$ cat src/rtl/counter_scheduler_pkg.sv
// Shared definitions for the counter scheduler: FSM state encoding and default sizes.
// Latency: n/a (package only).
// Backpressure: n/a (package only).
package counter_scheduler_pkg;

  // Default sizing; IDX_W_DEF must stay equal to ceil(log2(N_REQ_DEF)).
  localparam int N_REQ_DEF = 4;
  localparam int CNT_W_DEF = 3;
  localparam int IDX_W_DEF = 2;

  typedef enum logic [1:0] {
    IDLE = 2'd0,
    RUN  = 2'd1,
    DONE = 2'd2
  } state_t;

endpackage

$ cat src/rtl/counter_scheduler_cnt_core.sv
// Shared CNT_W-bit up-counter with clear, increment and terminal-count compare.
// Latency: count updates one cycle after clr/inc; at_tc is combinational on the registered count.
// Backpressure: none; the scheduler FSM owns clr/inc every cycle.
//
// Ports (dff):
//   clk, rst (sync, active-low), en (load enable), d -> q (registered)
// Ports (sched_cnt_core):
//   clk, rst    clock and sync active-low reset
//   clr         load 0 on the next edge (wins over inc)
//   inc         count up by one on the next edge
//   tc_lat      latched terminal count of the current owner
//   cnt         registered count value
//   at_tc       cnt == tc_lat

module dff #(
  parameter int W = 1
) (
  input  logic         clk,
  input  logic         rst,
  input  logic         en,
  input  logic [W-1:0] d,
  output logic [W-1:0] q
);

  always_ff @(posedge clk) begin
    if (!rst) begin
      q <= '0;
    end else if (en) begin
      q <= d;
    end
  end

endmodule

module sched_cnt_core #(
  parameter int CNT_W = 3
) (
  input  logic             clk,
  input  logic             rst,
  input  logic             clr,
  input  logic             inc,
  input  logic [CNT_W-1:0] tc_lat,
  output logic [CNT_W-1:0] cnt,
  output logic             at_tc
);

  logic [CNT_W-1:0] cnt_d;

  // The scheduler clears on the terminal cycle, so the increment can never wrap.
  assign cnt_d = clr ? '0 : cnt + CNT_W'(1);

  dff #(.W(CNT_W)) u_cnt_reg (
    .clk (clk),
    .rst (rst),
    .en  (clr | inc),
    .d   (cnt_d),
    .q   (cnt)
  );

  assign at_tc = (cnt == tc_lat);

endmodule

$ cat src/rtl/counter_scheduler.sv
// Round-robin scheduler sharing one up-counter among N_REQ requesters; each job counts 0..tc, then pulses done.
// Latency: req sampled in cycle t -> gnt in t+1; gnt lasts tc+1 cycles, done one cycle, then one idle arbitration cycle.
// Backpressure: requesters hold req until done (dropping it aborts the job); done is a one-cycle pulse with no handshake.
//
// Ports:
//   clk      clock, rising edge
//   rst      synchronous active-low reset
//   req      per-requester request level
//   tc       per-requester terminal count, slice i = tc[i*CNT_W +: CNT_W]
//   gnt      one-hot grant, high for the whole RUN phase
//   done     one-hot single-cycle completion pulse
//   busy     state != IDLE
//   cnt_out  shared count, 0 outside RUN
//   owner    index of current or most recent owner

module counter_scheduler
  import counter_scheduler_pkg::*;
#(
  parameter int N_REQ = N_REQ_DEF,
  parameter int CNT_W = CNT_W_DEF,
  parameter int IDX_W = IDX_W_DEF
) (
  input  logic                   clk,
  input  logic                   rst,
  input  logic [N_REQ-1:0]       req,
  input  logic [N_REQ*CNT_W-1:0] tc,
  output logic [N_REQ-1:0]       gnt,
  output logic [N_REQ-1:0]       done,
  output logic                   busy,
  output logic [CNT_W-1:0]       cnt_out,
  output logic [IDX_W-1:0]       owner
);

  state_t           state;
  logic [IDX_W-1:0] ptr;
  logic [CNT_W-1:0] tc_lat;
  logic [IDX_W-1:0] win;
  logic [CNT_W-1:0] tc_win;
  logic             owner_req;
  logic             at_tc;
  logic             run_step;

  // First set request scanning ptr, ptr+1, ... modulo N_REQ.
  function automatic logic [IDX_W-1:0] rr_pick(input logic [N_REQ-1:0] r,
                                               input logic [IDX_W-1:0] p);
    logic [IDX_W-1:0] w;
    logic [IDX_W-1:0] idx;
    logic             hit;
    w   = p;
    hit = 1'b0;
    for (int i = 0; i < N_REQ; i++) begin
      idx = IDX_W'((int'(p) + i) % N_REQ);
      if (!hit && r[idx]) begin
        hit = 1'b1;
        w   = idx;
      end
    end
    return w;
  endfunction

  function automatic logic [IDX_W-1:0] next_idx(input logic [IDX_W-1:0] o);
    return (o == IDX_W'(N_REQ - 1)) ? '0 : o + IDX_W'(1);
  endfunction

  assign win = rr_pick(req, ptr);

  always_comb begin
    tc_win = '0;
    for (int i = 0; i < N_REQ; i++) begin
      if (win == IDX_W'(i)) begin
        tc_win = tc[i*CNT_W +: CNT_W];
      end
    end
  end

  assign owner_req = req[owner];

  // Count only while running with the owner still requesting and short of its
  // terminal count; every other cycle parks the counter at zero.
  assign run_step = (state == RUN) && owner_req && !at_tc;

  sched_cnt_core #(.CNT_W(CNT_W)) u_cnt_core (
    .clk    (clk),
    .rst    (rst),
    .clr    (!run_step),
    .inc    (run_step),
    .tc_lat (tc_lat),
    .cnt    (cnt_out),
    .at_tc  (at_tc)
  );

  always_ff @(posedge clk) begin
    if (!rst) begin
      state  <= IDLE;
      gnt    <= '0;
      done   <= '0;
      busy   <= 1'b0;
      owner  <= '0;
      ptr    <= '0;
      tc_lat <= '0;
    end else begin
      done <= '0;
      case (state)
        IDLE: begin
          if (|req) begin
            state  <= RUN;
            gnt    <= N_REQ'(1) << win;
            owner  <= win;
            tc_lat <= tc_win;
            busy   <= 1'b1;
          end
        end
        RUN: begin
          // Abort is checked first so a drop on the terminal cycle gives no done.
          if (!owner_req) begin
            state <= IDLE;
            gnt   <= '0;
            busy  <= 1'b0;
            ptr   <= next_idx(owner);
          end else if (at_tc) begin
            state <= DONE;
            gnt   <= '0;
            done  <= gnt;
            ptr   <= next_idx(owner);
          end
        end
        DONE: begin
          state <= IDLE;
          busy  <= 1'b0;
        end
        default: begin
          state <= IDLE;
          gnt   <= '0;
          busy  <= 1'b0;
        end
      endcase
    end
  end

endmodule

$ cat config.mk
export PLATFORM = sky130hd
export DESIGN_NAME = counter_scheduler
export DESIGN_NICKNAME = d
export VERILOG_FILES = /design/src/rtl/counter_scheduler_pkg.sv /design/src/rtl/counter_scheduler_cnt_core.sv /design/src/rtl/counter_scheduler.sv
export SDC_FILE = /design/constraint.sdc
export NUM_CORES = 1
export LEC_CHECK = 0
export ABC_AREA = 1
export CORE_AREA = 2 2 66 49
export CTS_CLUSTER_SIZE = 30
export DETAILED_ROUTE_END_ITERATION = 7
export DIE_AREA = 0 0 68 51
export GPL_ROUTABILITY_DRIVEN = 0
export GPL_TIMING_DRIVEN = 0
export PLACE_DENSITY_LB_ADDON = 0.2
export SETUP_SLACK_MARGIN = 0.5
export SLEW_MARGIN = 20
export SYNTH_ARGS = -nofsm -noshare
export SYNTH_HDL_FRONTEND = slang
export SYNTH_SLANG_ARGS = --single-unit
$ cat constraint.sdc
create_clock -name clk -period 2.14 [get_ports clk]
set_clock_uncertainty 0.1 [all_clocks]
set_input_delay 0.428 -clock clk [delete_from_list [all_inputs] [get_ports clk]]
set_output_delay 0.428 -clock clk [all_outputs]
set_load 0.01 [all_outputs]
Word-level counts from Yosys, hierarchy flattened. Cells that the tools add are included.

Output and inout port bits: 14. Input port bits: 18. Bits in registers: 21.

Eq/ne operators: 11. Bitwise logic cells: 1. Shifts and indexed selects: 1. $add $sub $neg: 5. Order comparisons: 5. Reductions and logical operators: 19. Muxes and demuxes: 34.

Operators by type and width (number): two-way mux 2 bit (9); less-than comparator 2 x 3 -> 1 bit, second input constant (5); two-way mux 3 bit (4); two-way mux 4 bit (3); case mux 4 bit (3 select lines) (1); binary-select mux 1 bit (select 2 bit) (5); two-way mux 1 bit (10); AND reduction 2 bit (5); == test 2 bit, second input constant (4); logical AND 1 bit (5); adder 2 x 1 -> 2 bit, second input constant (2); adder 2 bit, second input constant (2); == test 2 x 1 -> 1 bit, second input constant (2); logical NOT 1 bit (4); logical NOT 2 bit (2); inequality test 2 bit, second input constant (2); case mux 2 bit (2 select lines) (1); AND reduction 4 bit (1); OR reduction 4 bit (1); << shifter 1 x 2 -> 4 bit, first input constant (1); adder 3 x 1 -> 3 bit, second input constant (1); == test 3 bit (1); inequality test 3 bit, second input constant (1); AND reduction 3 bit (1); other kinds (3) (3).

Depth between registers and ports, before layout. Gate-level depths: netlist of the first run.

Depth after elaboration: 17. Gate-level depth with buffers: 18.

Cells and area by module. A second synthesis of the first run with hierarchy kept.

Cell total of the unflattened synthesis: 221. Area total of the unflattened synthesis: 1395.1 um2.

Modules (own cells, without submodules): counter_scheduler (instances 1, cells each 187, sequential area each 360.3 um2, area each 1192.4 um2); dff (instances 1, cells each 18, sequential area each 60.1 um2, area each 116.4 um2); sched_cnt_core (instances 1, cells each 16, sequential area each 0.0 um2, area each 86.3 um2).

Worst setup path before layout of the first run. Ideal clock, no wire load.

Path type: reg2reg. Start: register ptr[1]. End: register tc_lat[0]. Buffers on the path: 1. Period minus slack after synthesis: 1.816 ns. Data required time: 1.918 ns. Path slack: 0.324 ns. Cell stages (with the launch flop): 17. Data arrival time: 1.595 ns. Cells stage by stage: dfxtp_1 buf_2 inv_4 nand2_1 nand2_1 nand2_1 nand2_4 nor2_2 nand2_2 nand3_2 nand2_4 nor2_1 nand2_1 nand2_1 inv_1 nand2_1 a21oi_1.

Word-level cells in the longest chain between the ends: 17.

RTL lines: start, declared (RTL line counter_scheduler.sv:35) `logic [IDX_W-1:0] ptr;`; start signal, assigned (RTL line counter_scheduler.sv:119) `ptr <= next_idx(owner);`; start signal, assigned (RTL line counter_scheduler.sv:124) `ptr <= next_idx(owner);`; parallel branches: the longest is 11 deep, another holds adder 2 x 1 -> 2 bit; two-way mux 2 bit * (RTL line counter_scheduler.sv:53) `if (!hit && r[idx]) begin`; logical NOT 2 bit (RTL line counter_scheduler.sv:70) `if (win == IDX_W'(i)) begin`; two-way mux 3 bit (3 in a row) (RTL line counter_scheduler.sv:70); two-way mux 3 bit * (RTL line counter_scheduler.sv:70); end signal, assigned (RTL line counter_scheduler.sv:109) `tc_lat <= tc_win;`; end, declared (RTL line counter_scheduler.sv:36) `logic [CNT_W-1:0] tc_lat;`.

Every way passes the cells marked *. The select of a mux whose other input is x is not followed. A chain may end at the register's enable or synchronous reset.

Worst setup path after layout of the first run.
Start: register ptr[0]. End: register tc_lat[2].

The elaborated chain is that of the path after synthesis.

==> results of run 1 <==
## placed cells by master, fill, tap and decap left out, drive strengths merged
cell type | synthesis | routed
xnor2 | 4 | 4
clkdlybuf4s50 | 0 | 13
o21ai | 8 | 8
a311o | 1 | 1
a21oi | 10 | 10
o31ai | 1 | 1
o211ai | 1 | 1
nor3 | 2 | 2
nand3 | 22 | 22
clkbuf | 1 | 7
nand4 | 4 | 4
dfxtp | 21 | 21
dlymetal6s2s | 0 | 2
nand2 | 77 | 78
inv | 31 | 31
nor4 | 1 | 1
ha | 2 | 2
o32ai | 3 | 3
buf | 4 | 14
nor2 | 15 | 15
dlygate4sd2 | 0 | 14
## worst reg2reg max path: stages (launching register included)
cell                      delay (ns)
sky130_fd_sc_hd__dfxtp_4        0.41
sky130_fd_sc_hd__inv_6          0.06
sky130_fd_sc_hd__buf_8          0.13
sky130_fd_sc_hd__nand2_4        0.06
sky130_fd_sc_hd__nand2_4        0.05
sky130_fd_sc_hd__nand2_2        0.07
sky130_fd_sc_hd__nand2_4        0.08
sky130_fd_sc_hd__nor2_4         0.17
sky130_fd_sc_hd__nand2_4        0.10
sky130_fd_sc_hd__nand2_4        0.09
sky130_fd_sc_hd__nand2_4        0.06
sky130_fd_sc_hd__buf_8          0.14
sky130_fd_sc_hd__nand3_2        0.06
sky130_fd_sc_hd__nand2_2        0.06
sky130_fd_sc_hd__o21ai_2        0.13
sky130_fd_sc_hd__a21oi_1        0.07
## power by group
group          switching [µW]  total [µW]  leakage, µW  internal [µW]
clock                     125         258    0.0000228            133
sequential               97.5         601     0.000173            504
combinational            1240        2150     0.000810            917
## final cells by class
| class | instances | area (µm²) |
|---|---|---|
| tap | 38 | 47.5 |
| clock buffer | 4 | 45.0 |
| fill | 250 | 917 |
| multi-input combinational | 152 | 922 |
| timing repair buffer | 41 | 387 |
| buffer | 5 | 60.1 |
| sequential | 21 | 428 |
| inverter | 31 | 129 |
## through the flow
step	instance area, µm²	total power, µW
floorplan	1390	1840
global placement	1740	2210
detailed placement	1740	2230
CTS	1860	2700
global route	2020	3280
finish	2020	3010
## routing by layer
layer | GRT usage | part of all wire
met4 | 0.0400 | 0
met1 | 0.317 | 0.52
met2 | 0.304 | 0.44
met5 | 0 | 0
met3 | 0.0529 | 0.037
## cell usage after synthesis (all sizes together)
cell type and number:
nand2 77, o31ai 1, xnor2 4, o211ai 1, dfxtp 21, o21ai 8, nand4 4, nor4 1
ha 2, a21oi 10, clkbuf 1, nand3 22, nor2 15, nor3 2, a311o 1, buf 4
inv 31, o32ai 3
## path summary, 6_finish.rpt
path / from / end / slack (ns) / cells after the start
setup / recovery: ptr[0] / tc_lat[2] / 0.18 / 15
hold / removal: gnt[0] / done[0] / 0.34 / 2
setup reg to reg: ptr[0] / tc_lat[2] / 0.18 / 15
hold reg to reg: gnt[0] / done[0] / 0.34 / 2
## sequential cells by signal, summed over array words and instances, names as in the netlist
name / count
busy: 1
owner: 2
u_cnt_core.u_cnt_reg.q: 3
gnt: 4
ptr: 2
state: 2
tc_lat: 3
done: 4
## cells by family (layout without fill, tap and decap cells)
group           after synthesis  in the layout  share of synthesized area
compound gates               24             24                      0.108
xor+xnor                      4              4                     0.0260
fa+ha+maj                     2              2                     0.0186
buf+inv                      36             81                      0.117
flops                        21             21                      0.312
simple gates                121            122                      0.419
## what timing repair did
action,CTS,global route
endpoints found under the setup margin,32,22
resized for setup,28,32
endpoints found under the hold margin,0,0
pin swaps,6,21
gates cloned,1,1
setup buffers,7,3
==> parameters.txt, run 1 <==
Parameter                              Value

Logic synthesis
  Distinct cell type count of the synthesized netlist    28
  Synthesized flop and latch total    21
  Synthesis Warnings    0
  Cell Area, Synth    1350 µm²
  Yosys top cell by area    sky130_fd_sc_hd__dfxtp_1
  Cell types with the largest area share after synthesis    sky130_fd_sc_hd__dfxtp_1 31%, sky130_fd_sc_hd__nand2_1 18%, sky130_fd_sc_hd__inv_1 7.8%
  Share of Yosys cell area claimed by the top area cell type    0.312
  Net count after synthesis    228
  Instance count of the mapped netlist    208
  Average instance area after synthesis    6.48 µm²
  Portion of the post-synthesis area used by sequential elements    0.312

Critical path
  Cell with the biggest individual delay on the critical path    sky130_fd_sc_hd__dfxtp_4
  Critical path data required time    2.18 ns
  Top cell by count, worst path    sky130_fd_sc_hd__nand2_4
  Setup crit start kind    flip-flop
  Critical setup path kind    flip-flop to flip-flop
  Data arrival at the endpoint of the critical path    2.00 ns
  Crit path max fanout    8
  Largest delay contributor family on the critical path    simple AND/OR/NAND/NOR gates
  Worst-path cell chain    inv_6, buf_8, nand2_4, nand2_4, nand2_2, nand2_4, nor2_4, nand2_4, nand2_4, nand2_4, buf_8, nand3_2, nand2_2, o21ai_2, a21oi_1
  Number of buffer and inverter stages on the critical path    3
  Type of element capturing the critical path    flip-flop
  Max incr delay on CP    0.41 ns

Placement
  Input/output buffers    30
  Hpwl dp    2340 µm
  Cell count after placement    276
  Worst setup slack before clock tree synthesis    -0.284 ns

Run status
  Result of the run    finished, final reports clean

Routing
  Via count    1436
  Post-detailed-routing wire length    3350 µm
  Post-route antenna net violation count    0
  Violation count after the first detailed-routing iteration    81
  DR WL/cell    11.5 µm
  Average vias per placed instance    4.92
  Router iterations before antenna repair    4
  Total DRC errors in the routed layout    0

Die
  Row count    17
  Die X    68 µm
  Die Span Y    51 µm
  Total core area    2940 µm²
  Die footprint    3470 µm²
  IO Pins    32
  Starting utilization of the core area    0.459

Clocking
  Clk sink count    21
  Post-CTS Hold Fix Bufs    0
  Register clock-pin slew on the reported worst setup and hold paths    0.08 ns
  Buffer type at the clock tree root    sky130_fd_sc_hd__clkbuf_8
  TritonCTS clock tree    yes
  Worst skew pair latency    0.26 ns
  Cts bufs inserted    3
  Number of levels the H-tree was split into    1
  Worst-case clock buffer depth    2

STA
  RSZ-0062 raised after global routing    true
  Setup Viol. Count Final    0
  Min Hold Slack    0.343 ns
  Relative max-transition margin    0.603
  Min cycle time layout    1.96 ns
  Setup_tns    0 ns
  Final hold violations    0
  Slew Viols, Final    0
  Pin slew with the least headroom to its limit    0.591 ns
  Setup slack of the critical path after layout    0.182 ns
  Part of the cycle the worst path needs    0.915
  Fmax    511 MHz

Global routing
  Total global routing overflow    0
  Aggregate global-route resource usage    0.211
  Number of global-route vias before repair    1305
  Number of antenna violations at the first check in global routing    0
  Maximum number of pins on one net before global-route repair    12
  Global-route wire length before repair    5640 µm

Final layout
  Total Nets Final    275
  Antenna Diode Count    0
  Synthesis-to-finish area growth    49.8%
  Non-filler instance count after layout    292
  Share of post-route cells with drive strength above 1    0.276
  Final core utilization    0.688

Run
  Total of max-cap violations    0

Power
  Worst vdd rail ir drop    682 µV
  Leakage dissipation    0.00101 µW
  PwrDens    1490 nW/µm²

Min path
  Type of the worst min-delay path    flip-flop to flip-flop
(Power assumes the default switching activity.)
==> run 2, diff against run 1 <==
CORE_AREA = 2 2 65 49   (was 2 2 66 49)
CTS_BUF_LIST = sky130_fd_sc_hd__clkbuf_4   (was default)
DIE_AREA = 0 0 67 51   (was 0 0 68 51)
==> run 2 against run 1 <==
Against the previous run:
- sequential power about the same
- non-clock buffer count increased by 3
- register-to-register slack got worse by 0.03 ns
- first-iteration DRC count rose by 6.2%
- critical path depth down 1
- clock power fell by 22%
- global-route usage is 0.89 points lower
- critical endpoint unchanged
- largest cell class unchanged
==> parameters.txt, run 2 (synthesized netlist as in run 1, its figures left out) <==
Parameter                              Value

Final layout
  Antenna Diode Count    0
  Share of post-route cells with drive strength above 1    0.307
  Largest regs    done: 4 flops, gnt: 4 flops
  Total Nets Final    278
  Most common cell after layout, fill and taps aside    sky130_fd_sc_hd__nand2_1
  Most used cells in the layout excluding fill and tap cells    50 x sky130_fd_sc_hd__nand2_1, 28 x sky130_fd_sc_hd__inv_1, 17 x sky130_fd_sc_hd__nand2_2, 17 x sky130_fd_sc_hd__dlygate4sd2_1
  Post-Layout Inst Area    2060 µm²
  Layout fillers    264
  Synthesis-to-finish area growth    52.8%
  Area occupied by multi-input gates    960 µm²
  Sequential cell area    432 µm²

STA
  Pin slew with the least headroom to its limit    0.641 ns
  Min cycle time layout    1.98 ns
  RSZ-0062 raised after global routing    true
  Setup_tns    0 ns
  Slew Viols, Final    0
  Final hold violations    0
  Setup Viol. Count Final    0
  Min Hold Slack    0.348 ns
  Part of the cycle the worst path needs    0.927
  Fmax    504 MHz
  Setup slack of the critical path after layout    0.156 ns
  Relative max-transition margin    0.571

Clocking
  Worst-case clock buffer depth    2
  Worst skew pair latency    0.30 ns
  Buffer type at the clock tree root    sky130_fd_sc_hd__clkbuf_4
  Cts bufs inserted    3
  Number of levels the H-tree was split into    1
  Clk sink count    21
  TritonCTS clock tree    yes
  Register clock-pin slew on the reported worst setup and hold paths    0.12 ns

Die
  Starting utilization of the core area    0.466
  Die X    67 µm
  Row count    17
  IO Pins    32
  Die Span Y    51 µm
  Die footprint    3420 µm²
  Total core area    2890 µm²

Routing
  DR WL/cell    12.1 µm
  Post-detailed-routing wire length    3580 µm
  Post-route antenna net violation count    0
  Violation count after the first detailed-routing iteration    86
  Via count    1500
  Total DRC errors in the routed layout    0
  Average vias per placed instance    5.08
  Router iterations before antenna repair    4

Min path
  Hold path cells    2
  Type of the worst min-delay path    flip-flop to flip-flop

Global routing
  Total global routing overflow    0
  Number of antenna violations at the first check in global routing    0
  Maximum number of pins on one net before global-route repair    12
  Number of global-route vias before repair    1231
  Global-route wire length before repair    5350 µm
  Aggregate global-route resource usage    0.203

Critical path
  Crit path max fanout    7
  Data arrival at the endpoint of the critical path    2.07 ns
  Critical path data required time    2.23 ns
  Type of element capturing the critical path    flip-flop
  Critical setup path kind    flip-flop to flip-flop
  Setup crit start kind    flip-flop
  FF-to-FF path depth    14

Run
  Total of max-cap violations    0

Power
  Leakage dissipation    0.00101 µW
  Overall Power    3130 µW
  Worst vdd rail ir drop    904 µV
  PwrDens    1520 nW/µm²

Placement
  Placed Instance Area    1740 µm²
  Input/output buffers    30
  Hpwl dp    2290 µm
  Worst setup slack before clock tree synthesis    -0.271 ns

Run status
  Result of the run    finished, final reports clean
## run 2: metal layers
| metal | share of wire | GRT usage |
|---|---|---|
| met3 | 0.050 | 0.0485 |
| met2 | 0.46 | 0.294 |
| met1 | 0.48 | 0.302 |
| met4 | 0.010 | 0.0408 |
| met5 | 0 | 0 |
## run 2: final cells by class
class / instances / area share
multi-input cells: 152 / 0.466
flip-flops and latches: 21 / 0.210
repair buffers: 44 / 0.197
inverters: 31 / 0.0626
plain buffers: 5 / 0.0273
well taps: 38 / 0.0231
clock buffers: 4 / 0.0146
## run 2: report_power, final
part / switching [µW] / internal, µW / leakage, µW
Combinational: 1330 / 999 / 0.000817
Sequential: 97.0 / 505 / 0.000175
Clock: 116 / 85.3 / 0.0000184
Total: 1540 / 1590 / 0.00101
## run 2: repair_timing
| action | CTS | global route |
|---|---|---|
| gates cloned | 1 | 1 |
| hold buffers | 0 | 0 |
| endpoints found under the setup margin | 35 | 20 |
| setup buffers | 11 | 2 |
| pin swaps | 7 | 22 |
| gates resized for setup | 34 | 33 |
## run 2: path summary, 6_finish.rpt
check          from        end  slack (ns)
max          ptr[0]  tc_lat[2]        0.16
min          gnt[0]    done[0]        0.35
max reg2reg  ptr[0]  tc_lat[2]        0.16
min reg2reg  gnt[0]    done[0]        0.35
## run 2: per-stage QoR
step / instances / utilization
after floorplan: 208 / -
after global placement: 276 / 0.601
after detailed placement: 276 / 0.601
after CTS: 292 / 0.654
after global routing: 295 / 0.712
final: 295 / 0.712
## run 2: critical path, cell delays in order (launching register included)
cell                      delay (ns)
sky130_fd_sc_hd__dfxtp_4        0.39
sky130_fd_sc_hd__inv_4          0.09
sky130_fd_sc_hd__buf_8          0.12
sky130_fd_sc_hd__nand2_1        0.08
sky130_fd_sc_hd__nand3_1        0.12
sky130_fd_sc_hd__nand2_2        0.10
sky130_fd_sc_hd__nor2_4         0.14
sky130_fd_sc_hd__nand2_4        0.11
sky130_fd_sc_hd__nand2_4        0.10
sky130_fd_sc_hd__nand2_4        0.06
sky130_fd_sc_hd__buf_6          0.13
sky130_fd_sc_hd__nand3_1        0.07
sky130_fd_sc_hd__nand2_1        0.05
sky130_fd_sc_hd__o21ai_1        0.13
sky130_fd_sc_hd__a21oi_1        0.08
==> run 3, diff against run 2 <==
GPL_TIMING_DRIVEN = default   (was 0)
==> run 3 against run 2 <==
Against the previous run:
- final cell count is 0.34% higher
- non-clock buffer count grew 1
- worst setup slack improved by 0.067 ns
- via count rose by 2.5%
- first-iteration DRC count up 26%
- clock-buffer cell count down 1
- clock power down 6%
- fmax grew 3.5%
- critical endpoint is now tc_lat[1]
==> parameters.txt, run 3 (synthesized netlist as in run 1, its figures left out) <==
Parameter                              Value

Run status
  Result of the run    finished, final reports clean

Routing
  DR WL/cell    13.1 µm
  Total DRC errors in the routed layout    0
  Router iterations before antenna repair    4
  Via count    1537
  Post-route antenna net violation count    0
  Average vias per placed instance    5.19
  Violation count after the first detailed-routing iteration    108
  Post-detailed-routing wire length    3870 µm

Min path
  Beginning of the worst hold path    gnt[0]
  Hold worst-path end    done[0]
  Hold path cells    2
  Type of the worst min-delay path    flip-flop to flip-flop

Clocking
  Worst skew pair latency    0.30 ns
  Buffer type at the clock tree root    sky130_fd_sc_hd__clkbuf_4
  Worst-case clock buffer depth    2
  Clk sink count    21
  Number of levels the H-tree was split into    1
  Cts bufs inserted    3
  Register clock-pin slew on the reported worst setup and hold paths    0.12 ns
  TritonCTS clock tree    yes

Run
  Total of max-cap violations    0

Placement
  Input/output buffers    31
  Hpwl dp    2480 µm

Critical path
  FF-to-FF path depth    16
  Number of buffer and inverter stages on the critical path    2
  Data arrival at the endpoint of the critical path    2.05 ns
  Top cell by count, worst path    sky130_fd_sc_hd__nand2_1
  End of the worst register-to-register path    tc_lat[1]
  Worst-path cell chain    buf_12, nand2_1, nand3_2, nand2_4, nand3_2, nand2_2, nand2_2, nand2_4, nand2_8, nand2_8, nor2_4, nand2_1, nand2_1, inv_1, nand2_1, a21oi_2
  Cell with the biggest individual delay on the critical path    sky130_fd_sc_hd__dfxtp_4
  Register-to-register setup slack    0.22 ns
  Crit path max fanout    8
  Critical setup path kind    flip-flop to flip-flop
  Max incr delay on CP    0.40 ns
  Type of element capturing the critical path    flip-flop
  Crit Reg-Reg Startpoint    ptr[0]
  Critical path data required time    2.28 ns
  Setup crit start kind    flip-flop
  Largest delay contributor family on the critical path    simple AND/OR/NAND/NOR gates

STA
  Setup Viol. Count Final    0
  Relative max-transition margin    0.756
  Final hold violations    0
  RSZ-0062 raised after global routing    true
  Pin slew with the least headroom to its limit    0.365 ns
  Slew Viols, Final    0
  Fmax    522 MHz
  Min cycle time layout    1.92 ns
  Min Hold Slack    0.352 ns
  Part of the cycle the worst path needs    0.896

Final layout
  Most common cell after layout, fill and taps aside    sky130_fd_sc_hd__nand2_1
  Share of post-route cells with drive strength above 1    0.376
  Most used cells in the layout excluding fill and tap cells    40 x sky130_fd_sc_hd__nand2_1, 27 x sky130_fd_sc_hd__nand2_2, 25 x sky130_fd_sc_hd__inv_1
  Antenna Diode Count    0
  Synthesis-to-finish area growth    56.5%
  Total Nets Final    279
  Layout fillers    240
  Final core utilization    0.729
  Sequential cell area    437 µm²
  Area occupied by multi-input gates    1020 µm²
  Largest regs    done: 4 flops, gnt: 4 flops

Global routing
  Total global routing overflow    0
  Number of global-route vias before repair    1355
  Global-route wire length before repair    5880 µm
  Maximum number of pins on one net before global-route repair    13
  Aggregate global-route resource usage    0.223
  Number of antenna violations at the first check in global routing    0

Die
  Total core area    2890 µm²
  Die Span Y    51 µm
  Row count    17
  Die footprint    3420 µm²
  IO Pins    32
  Die X    67 µm
  Starting utilization of the core area    0.466

Power
  Pint    1580 µW
  Overall Power    3220 µW
  Leakage dissipation    0.00101 µW
  Fraction of power consumed by sequential logic    0.196
  Worst vdd rail ir drop    853 µV
  PwrDens    1530 nW/µm²
  Reported net switching power    1640 µW
  Net switching share of the total power    0.510
  Clock Power Share    0.059
  Power share of the combinational group    0.745
run 3: cell types whose count changed in the layout (fill, tap and decap cells not counted), sizes merged:
cell           change
dlygate4sd2        -3
buf                +2
clkdlybuf4s15      +2
clkbuf             -1
clkinv             +1
run 3: how the worst max path moves through the flow:
| stage | startpoint | to | slack, ns | cells past startpoint |
|---|---|---|---|---|
| floorplan | ptr[1] | tc_lat[2] | 0.41 | 16 |
| CTS | ptr[0] | tc_lat[0] | 0.30 | 17 |
| detailed placement | req[1] | tc_lat[1] | -0.24 | 15 |
| global route | ptr[0] | tc_lat[0] | 0.12 | 17 |
| global placement | req[0] | tc_lat[1] | -0.22 | 15 |
| finish | ptr[0] | tc_lat[1] | 0.22 | 16 |
run 3: per-layer routing:
metal | part of all wire | global-route usage
met3 | 0.070 | 0.0485
met5 | 0 | 0
met2 | 0.48 | 0.333
met4 | 0.0065 | 0.0374
met1 | 0.45 | 0.331
run 3: worst min-delay path: stages, from the launching register on:
cell,delay (ns)
sky130_fd_sc_hd__dfxtp_1,0.33
sky130_fd_sc_hd__inv_1,0.06
sky130_fd_sc_hd__nor2_1,0.04
run 3: what timing repair did:
action | CTS | global route
hold buffers | 0 | 0
gates cloned | 1 | 0
pin swaps | 7 | 19
hold endpoints to repair | 0 | 0
endpoints found under the setup margin | 35 | 20
gates resized for setup | 43 | 53
setup buffers | 6 | 2
run 3: metrics by stage:
stage | setup WS (ns) | cell area [µm²] | setup TNS, ns | instances
after floorplan | 0.406 | 1390 | 0 | 208
after global placement | -0.224 | 1780 | -1.76 | 283
after detailed placement | -0.237 | 1780 | -1.87 | 283
after CTS | 0.297 | 1920 | 0 | 294
after global routing | 0.116 | 2110 | 0 | 296
final | 0.223 | 2110 | 0 | 296
run 3: cell type report:
type                       instances  share of cell area
timing repair buffer              50               0.213
multi-input combinational        152               0.482
inverter                          31              0.0623
sequential                        21               0.207
tap                               38              0.0226
clock inverter                     1             0.00237
clock buffer                       3              0.0107
run 3: power by group through the flow:
stage / Clock (µW) / Combinational (µW) / Sequential (µW)
2_1_floorplan: 0 / 1230 / 608
3_3_place_gp: 0 / 1610 / 638
3_5_place_dp: 0 / 1620 / 640
4_1_cts: 194 / 1850 / 627
5_1_grt: 217 / 2600 / 647
6_report: 189 / 2400 / 633
